`src/rtl/alu_pkg.sv`:
```
// Shared ALU definitions: opcode encoding and default geometry for the
// ALU and the request scheduler that feeds it.
package alu_pkg;

    typedef enum logic [1:0] {
        OP_RST = 2'b00,
        OP_SHL = 2'b01,
        OP_ADD = 2'b10,
        OP_SUB = 2'b11
    } alu_op_e;

    localparam int DEF_DATAW   = 4;
    localparam int DEF_ALU_LAT = 2;

endpackage

```
`src/rtl/alu.sv`:
```
// Pipelined ALU: operands are sampled into an input register, then the result
// travels through ALU_LAT registers before reaching o_result.
module alu
    import alu_pkg::*;
#(
    parameter int DATAW   = DEF_DATAW,
    parameter int ALU_LAT = DEF_ALU_LAT
)(
    input  logic               clk,
    input  logic               rst,
    input  alu_op_e            i_op,
    input  logic [DATAW-1:0]   i_a,
    input  logic [DATAW-1:0]   i_b,
    output logic [2*DATAW-1:0] o_result
);

    localparam int RW = 2 * DATAW;

    alu_op_e          op_reg;
    logic [DATAW-1:0] a_reg;
    logic [DATAW-1:0] b_reg;
    logic [RW-1:0]    res_next;
    logic [RW-1:0]    res_reg [ALU_LAT];

    always_ff @(posedge clk or posedge rst) begin
        if (rst) begin
            op_reg <= OP_RST;
            a_reg  <= '0;
            b_reg  <= '0;
        end else begin
            op_reg <= i_op;
            a_reg  <= i_a;
            b_reg  <= i_b;
        end
    end

    // SHL works on the zero-extended operand; ADD/SUB on sign-extended ones.
    always_comb begin
        res_next = '0;
        case (op_reg)
            OP_SHL:  res_next = {{DATAW{1'b0}}, a_reg} << b_reg;
            OP_ADD:  res_next = {{DATAW{a_reg[DATAW-1]}}, a_reg} + {{DATAW{b_reg[DATAW-1]}}, b_reg};
            OP_SUB:  res_next = {{DATAW{a_reg[DATAW-1]}}, a_reg} - {{DATAW{b_reg[DATAW-1]}}, b_reg};
            default: res_next = '0;
        endcase
    end

    always_ff @(posedge clk or posedge rst) begin
        if (rst) begin
            for (int i = 0; i < ALU_LAT; i++) begin
                res_reg[i] <= '0;
            end
        end else begin
            res_reg[0] <= res_next;
            for (int i = 1; i < ALU_LAT; i++) begin
                res_reg[i] <= res_reg[i-1];
            end
        end
    end

    assign o_result = res_reg[ALU_LAT-1];

endmodule

```
`src/rtl/alu_sched.sv`:
```
// Round-robin scheduler sharing one pipelined ALU among NUM_REQ requesters,
// with a tag pipeline returning each result to its owner in acceptance order.
module alu_sched
    import alu_pkg::*;
#(
    parameter int DATAW   = DEF_DATAW,
    parameter int NUM_REQ = 4,
    parameter int ALU_LAT = DEF_ALU_LAT,
    localparam int IDW    = $clog2(NUM_REQ),
    localparam int RW     = 2 * DATAW
)(
    input  logic                            clk,
    input  logic                            rst,
    input  logic [NUM_REQ-1:0]              i_req_valid,
    input  logic [NUM_REQ-1:0][DATAW-1:0]   i_req_dataa,
    input  logic [NUM_REQ-1:0][DATAW-1:0]   i_req_datab,
    input  logic [NUM_REQ-1:0][1:0]         i_req_op,
    input  logic [NUM_REQ-1:0]              i_req_mask,
    output logic [NUM_REQ-1:0]              o_req_ready,
    output logic                            o_rsp_valid,
    output logic [IDW-1:0]                  o_rsp_id,
    output logic [RW-1:0]                   o_rsp_result,
    output logic                            o_busy,
    output logic [15:0]                     o_issue_cnt
);

    logic [IDW-1:0]   ptr_reg;
    logic [NUM_REQ-1:0] eligible;
    logic             grant_vld;
    logic [IDW-1:0]   grant_id;
    logic [IDW:0]     idx;

    logic             issue_vld_reg;
    logic [IDW-1:0]   issue_id_reg;
    alu_op_e          issue_op_reg;
    logic [DATAW-1:0] issue_a_reg;
    logic [DATAW-1:0] issue_b_reg;

    logic             tag_vld_reg [ALU_LAT+1];
    logic [IDW-1:0]   tag_id_reg  [ALU_LAT+1];
    logic [15:0]      cnt_reg;
    logic [RW-1:0]    alu_result;
    logic             busy;

    assign eligible = i_req_valid & i_req_mask;

    // Search upward from the pointer, wrapping at NUM_REQ-1.
    always_comb begin
        grant_vld = 1'b0;
        grant_id  = '0;
        idx       = '0;
        for (int i = 0; i < NUM_REQ; i++) begin
            idx = {1'b0, ptr_reg} + (IDW+1)'(i);
            if (idx >= (IDW+1)'(NUM_REQ)) begin
                idx = idx - (IDW+1)'(NUM_REQ);
            end
            if (!grant_vld && eligible[idx[IDW-1:0]]) begin
                grant_vld = 1'b1;
                grant_id  = idx[IDW-1:0];
            end
        end
        if (rst) begin
            grant_vld = 1'b0;
        end
    end

    for (genvar gi = 0; gi < NUM_REQ; gi++) begin : g_ready
        assign o_req_ready[gi] = grant_vld && (grant_id == IDW'(gi));
    end

    always_ff @(posedge clk or posedge rst) begin
        if (rst) begin
            ptr_reg       <= '0;
            issue_vld_reg <= 1'b0;
            issue_id_reg  <= '0;
            issue_op_reg  <= OP_RST;
            issue_a_reg   <= '0;
            issue_b_reg   <= '0;
            cnt_reg       <= '0;
        end else if (grant_vld) begin
            ptr_reg       <= (grant_id == IDW'(NUM_REQ-1)) ? '0 : grant_id + 1'b1;
            issue_vld_reg <= 1'b1;
            issue_id_reg  <= grant_id;
            issue_op_reg  <= alu_op_e'(i_req_op[grant_id]);
            issue_a_reg   <= i_req_dataa[grant_id];
            issue_b_reg   <= i_req_datab[grant_id];
            if (cnt_reg != 16'hFFFF) begin
                cnt_reg <= cnt_reg + 16'd1;
            end
        end else begin
            issue_vld_reg <= 1'b0;
            issue_id_reg  <= '0;
            issue_op_reg  <= OP_RST;
            issue_a_reg   <= '0;
            issue_b_reg   <= '0;
        end
    end

    alu #(
        .DATAW   (DATAW),
        .ALU_LAT (ALU_LAT)
    ) u_alu (
        .clk      (clk),
        .rst      (rst),
        .i_op     (issue_op_reg),
        .i_a      (issue_a_reg),
        .i_b      (issue_b_reg),
        .o_result (alu_result)
    );

    // Tag stage 0 aligns with the ALU input register; the last stage with o_result.
    always_ff @(posedge clk or posedge rst) begin
        if (rst) begin
            for (int i = 0; i <= ALU_LAT; i++) begin
                tag_vld_reg[i] <= 1'b0;
                tag_id_reg[i]  <= '0;
            end
        end else begin
            tag_vld_reg[0] <= issue_vld_reg;
            tag_id_reg[0]  <= issue_id_reg;
            for (int i = 1; i <= ALU_LAT; i++) begin
                tag_vld_reg[i] <= tag_vld_reg[i-1];
                tag_id_reg[i]  <= tag_id_reg[i-1];
            end
        end
    end

    // The issue register is included so busy covers the cycle right after acceptance.
    always_comb begin
        busy = issue_vld_reg;
        for (int i = 0; i <= ALU_LAT; i++) begin
            busy = busy | tag_vld_reg[i];
        end
    end

    assign o_busy       = busy;
    assign o_rsp_valid  = tag_vld_reg[ALU_LAT];
    assign o_rsp_id     = tag_id_reg[ALU_LAT];
    assign o_rsp_result = tag_vld_reg[ALU_LAT] ? alu_result : '0;
    assign o_issue_cnt  = cnt_reg;

endmodule

```
`config.mk`:
```
export PLATFORM = sky130hd
export DESIGN_NAME = alu_sched
export DESIGN_NICKNAME = d
export VERILOG_FILES = /design/src/rtl/alu_pkg.sv /design/src/rtl/alu.sv /design/src/rtl/alu_sched.sv
export SDC_FILE = /design/constraint.sdc
export NUM_CORES = 1
export LEC_CHECK = 0
export ABC_AREA = 1
export CAP_MARGIN = 15
export CELL_PAD_IN_SITES_DETAIL_PLACEMENT = 1
export CELL_PAD_IN_SITES_GLOBAL_PLACEMENT = 1
export CORE_MARGIN = 1
export CORE_UTILIZATION = 40
export CTS_CLUSTER_DIAMETER = 150
export DETAILED_ROUTE_END_ITERATION = 12
export PLACE_DENSITY_LB_ADDON = 0.25
export SLEW_MARGIN = 10
export SYNTH_ARGS = -nofsm -noshare
export SYNTH_HDL_FRONTEND = slang
export SYNTH_SLANG_ARGS = --single-unit
```
`constraint.sdc`:
```
create_clock -name clk -period 9.6 [get_ports clk]
set_clock_uncertainty 0.1 [all_clocks]
set_input_delay 1.92 -clock clk [delete_from_list [all_inputs] [get_ports clk]]
set_output_delay 1.92 -clock clk [all_outputs]
set_load 0.005 [all_outputs]
```
==> impl_metrics.csv <==
group,metric,value,unit
clocking,cts_setup_buffers,0,
layout,layout_commonest_cell,"nand2_1",
global_route,grtUsageMet1,0.245,
synth,ys_ff_latch,66,
layout,final_nets,594,
clocking,clk_pin_slew,70,ps
power_and_ir_drop,power-per-cell-area,279,nW/um2
critical_path,r2r-end,"o_issue_cnt[8]",
floorplan,start_util,0.418,
outcome,outcome,"finished, violations left",
critical_path,r2r-start,"ptr_reg[0]",
layout,largest_reg_flops,16,
critical_path,cp.arrival,4370,ps
power_and_ir_drop,leakagePower,2.31,nW
clocking,cts_tree,"yes",
global_route,use_met3,0.0508,
sta,fmax,157,MHz
global_route,grt_pass1_vias,3236,
clocking,holdBufCountCts,0,
routing,drt_first_pass_iters,8,
min_path,hold_depth,0,
min_path,min_from,"tag_id_reg[2]",
power_and_ir_drop,p_int,0.000734,W
power_and_ir_drop,pwr-share-clk,0.153,
placed_design,place.gp.congestion,0.848,
global_route,grt_max_degree,68,
floorplan,dieHeight,97.9,um
routing,via_per_inst,4.95,
routing,drt-wirelength-per-cell,13.7,um
clocking,cts_inserted_buffers,9,
power_and_ir_drop,switchingPower,0.000577,W
sta,slew_violations,0,
synth,synth_cells,447,
global_route,overflow,0,
layout,drive_above_1_share,0.0882,
floorplan,top_level_ports,82,
critical_path,r2r_cells,14,
power_and_ir_drop,ir_drop,209,uV
outcome,failed_checks,"DRC",
sta,tns,0,ps
routing,route.detailed.drc,6,
clocking,cts_htree_levels,3,
global_route,grt_usage,0.198,
floorplan,coreArea,8810,um2
critical_path,critPathCaptureType,"primary output",
clocking,cts.root.buffer_cell,"clkbuf_8",
placed_design,dp_hpwl,6970,um
sta,relSlewSlack,0.454,
placed_design,io_buffers,81,
clocking,max-clock-path-buffers,2,
synth,yosysTopAreaCell,"dfrtp_1",
layout,antenna_cells,0,
clocking,postCtsResizedCells,0,
critical_path,crit_type,"input pin to primary output",
synth,ys_seq_area_frac,0.449,
synth,synth_top_area_share,0.449,
sta,rsz0062_at_grt,"no",
power_and_ir_drop,sequentialPowerShare,0.346,
synth,synth_nets,513,
routing,drtAntennaViolNets,0,
clocking,cts.sink_count,66,
sta,period_minus_slack,6390,ps
synth,syn-mean-instance-area,8.24,um2
global_route,antenna_found_initial,0,
critical_path,slowest_delay,530,ps
synth,yosys_warnings,0,
critical_path,crit_slowest_cell,"clkdlybuf4s50_1",
layout,syn_to_final_growth,27.5,%
global_route,grt-busiest-layer,"met2",
synth,ys_types,38,
min_path,hold_class,"register to register",
min_path,min_to,"o_rsp_id[0]",
floorplan,rows,34,
sta,setup_violations,0,
job,max_cap_violations,0,
routing,vias,3171,
clocking,insertion_delay,350,ps
layout,final_cell_mix,"nand2_1, clkdlybuf4s50_1, inv_1",
floorplan,die_width,97.9,um
critical_path,worstPathCellList,"clkdlybuf4s50_1, nand2_1, nand2_1, nand3_1, nand2_1, nand3_1, nand3_2, nand2_4, inv_1, ha_1, inv_1, nor2_1, clkdlybuf4s50_1",
critical_path,crit_top_cell,"nand2_1",
sta,finalHoldViolCount,0,
sta,min_period_over_period,0.665,
routing,drt-total-wl,8800,um
power_and_ir_drop,combPwrFrac,0.501,
global_route,grt_pass1_wl,14900,um
critical_path,cp.required,7580,ps
sta,tightest_slew,818,ps
synth,syn_area,3680,um2
critical_path,cp-start-kind,"input pin",
global_route,use_met2,0.326,
critical_path,critPathMaxFanout,38,
layout,final_cell_count_no_fill,641,
floorplan,die_area,9590,um2
placed_design,numPlacedInstances,625,
power_and_ir_drop,swShare,0.440,
synth,synth_area_leaders,"dfrtp_1, nand2_1, inv_1",
routing,drtIter0Drc,79,
critical_path,rrSetupSlack,6790,ps
-- cells by family after synthesis --
group | share of synthesized area
and+or+nand+nor | 0.278
xor gates and xnor gates | 0.0262
muxes | 0.00544
AOI/OAI and AO/OA | 0.0795
adders and majority gates | 0.0584
DFF | 0.449
buffers and inverters | 0.104
-- power groups by stage --
stage	clock network, W	registers, W	logic (W)
after floorplan	0	0.000429	0.000491
after global placement	0	0.000450	0.000626
after detailed placement	0	0.000460	0.000662
after CTS	0.000207	0.000455	0.000664
after global routing	0.000220	0.000469	0.000741
final	0.000201	0.000454	0.000656
-- worst max-delay path by stage --
stage	depth (start not counted)	slack, ps	start	end
detailed placement	13	3220	i_req_mask[1]	o_req_ready[1]
global placement	13	3360	i_req_valid[0]	o_req_ready[3]
CTS	13	3210	i_req_mask[1]	o_req_ready[1]
finish	13	3210	i_req_valid[0]	o_req_ready[1]
global route	13	3010	i_req_valid[1]	o_req_ready[1]
floorplan	4	3720	rst	o_req_ready[0]
-- layer usage --
metal  vias up  share of wire
li1       1589              -
met1      1487           0.45
met2        83           0.48
met3        12          0.047
met4         0          0.018
met5         -              0
-- area by class of cell --
type	instances	area (um2)
fill	1084	4110
sequential	66	1650
multi-input combinational	296	1650
timing repair buffer	82	818
inverter	73	274
tap	108	135
clock buffer	9	124
clock inverter	7	45.0
-- synth_stat cells, drive strengths merged --
cell	instances
xnor2	1
fa	2
or2	8
a221oi	1
buf	10
nor2	22
dfrtp	66
nor4	1
nor3	8
o221ai	2
nand4	5
o22ai	1
xor2	10
clkbuf	2
inv	73
nand3	42
a21o	1
o21ai	21
or4	1
nand3b	5
mux2i	2
ha	14
o311ai	3
a21oi	7
o211ai	10
nand2	128
and2	1
-- critical path, delay by kind of cell --
family	cells	cell delay, ps
buf+inv	4	1250
fa+ha+maj	1	150
simple gates	8	1030
-- per-stage QoR --
step	hold WS (ps)	total power (W)	setup WS [ps]	instance area (um2)	util
final	251	0.00131	3210	4700	0.533
after global routing	258	0.00143	3010	4700	0.533
after CTS	253	0.00133	3210	4700	0.533
after detailed placement	236	0.00112	3220	4530	0.514
after global placement	231	0.00108	3360	4530	0.514
after floorplan	231	0.000921	3720	3680	-
(Power assumes the default switching activity.)
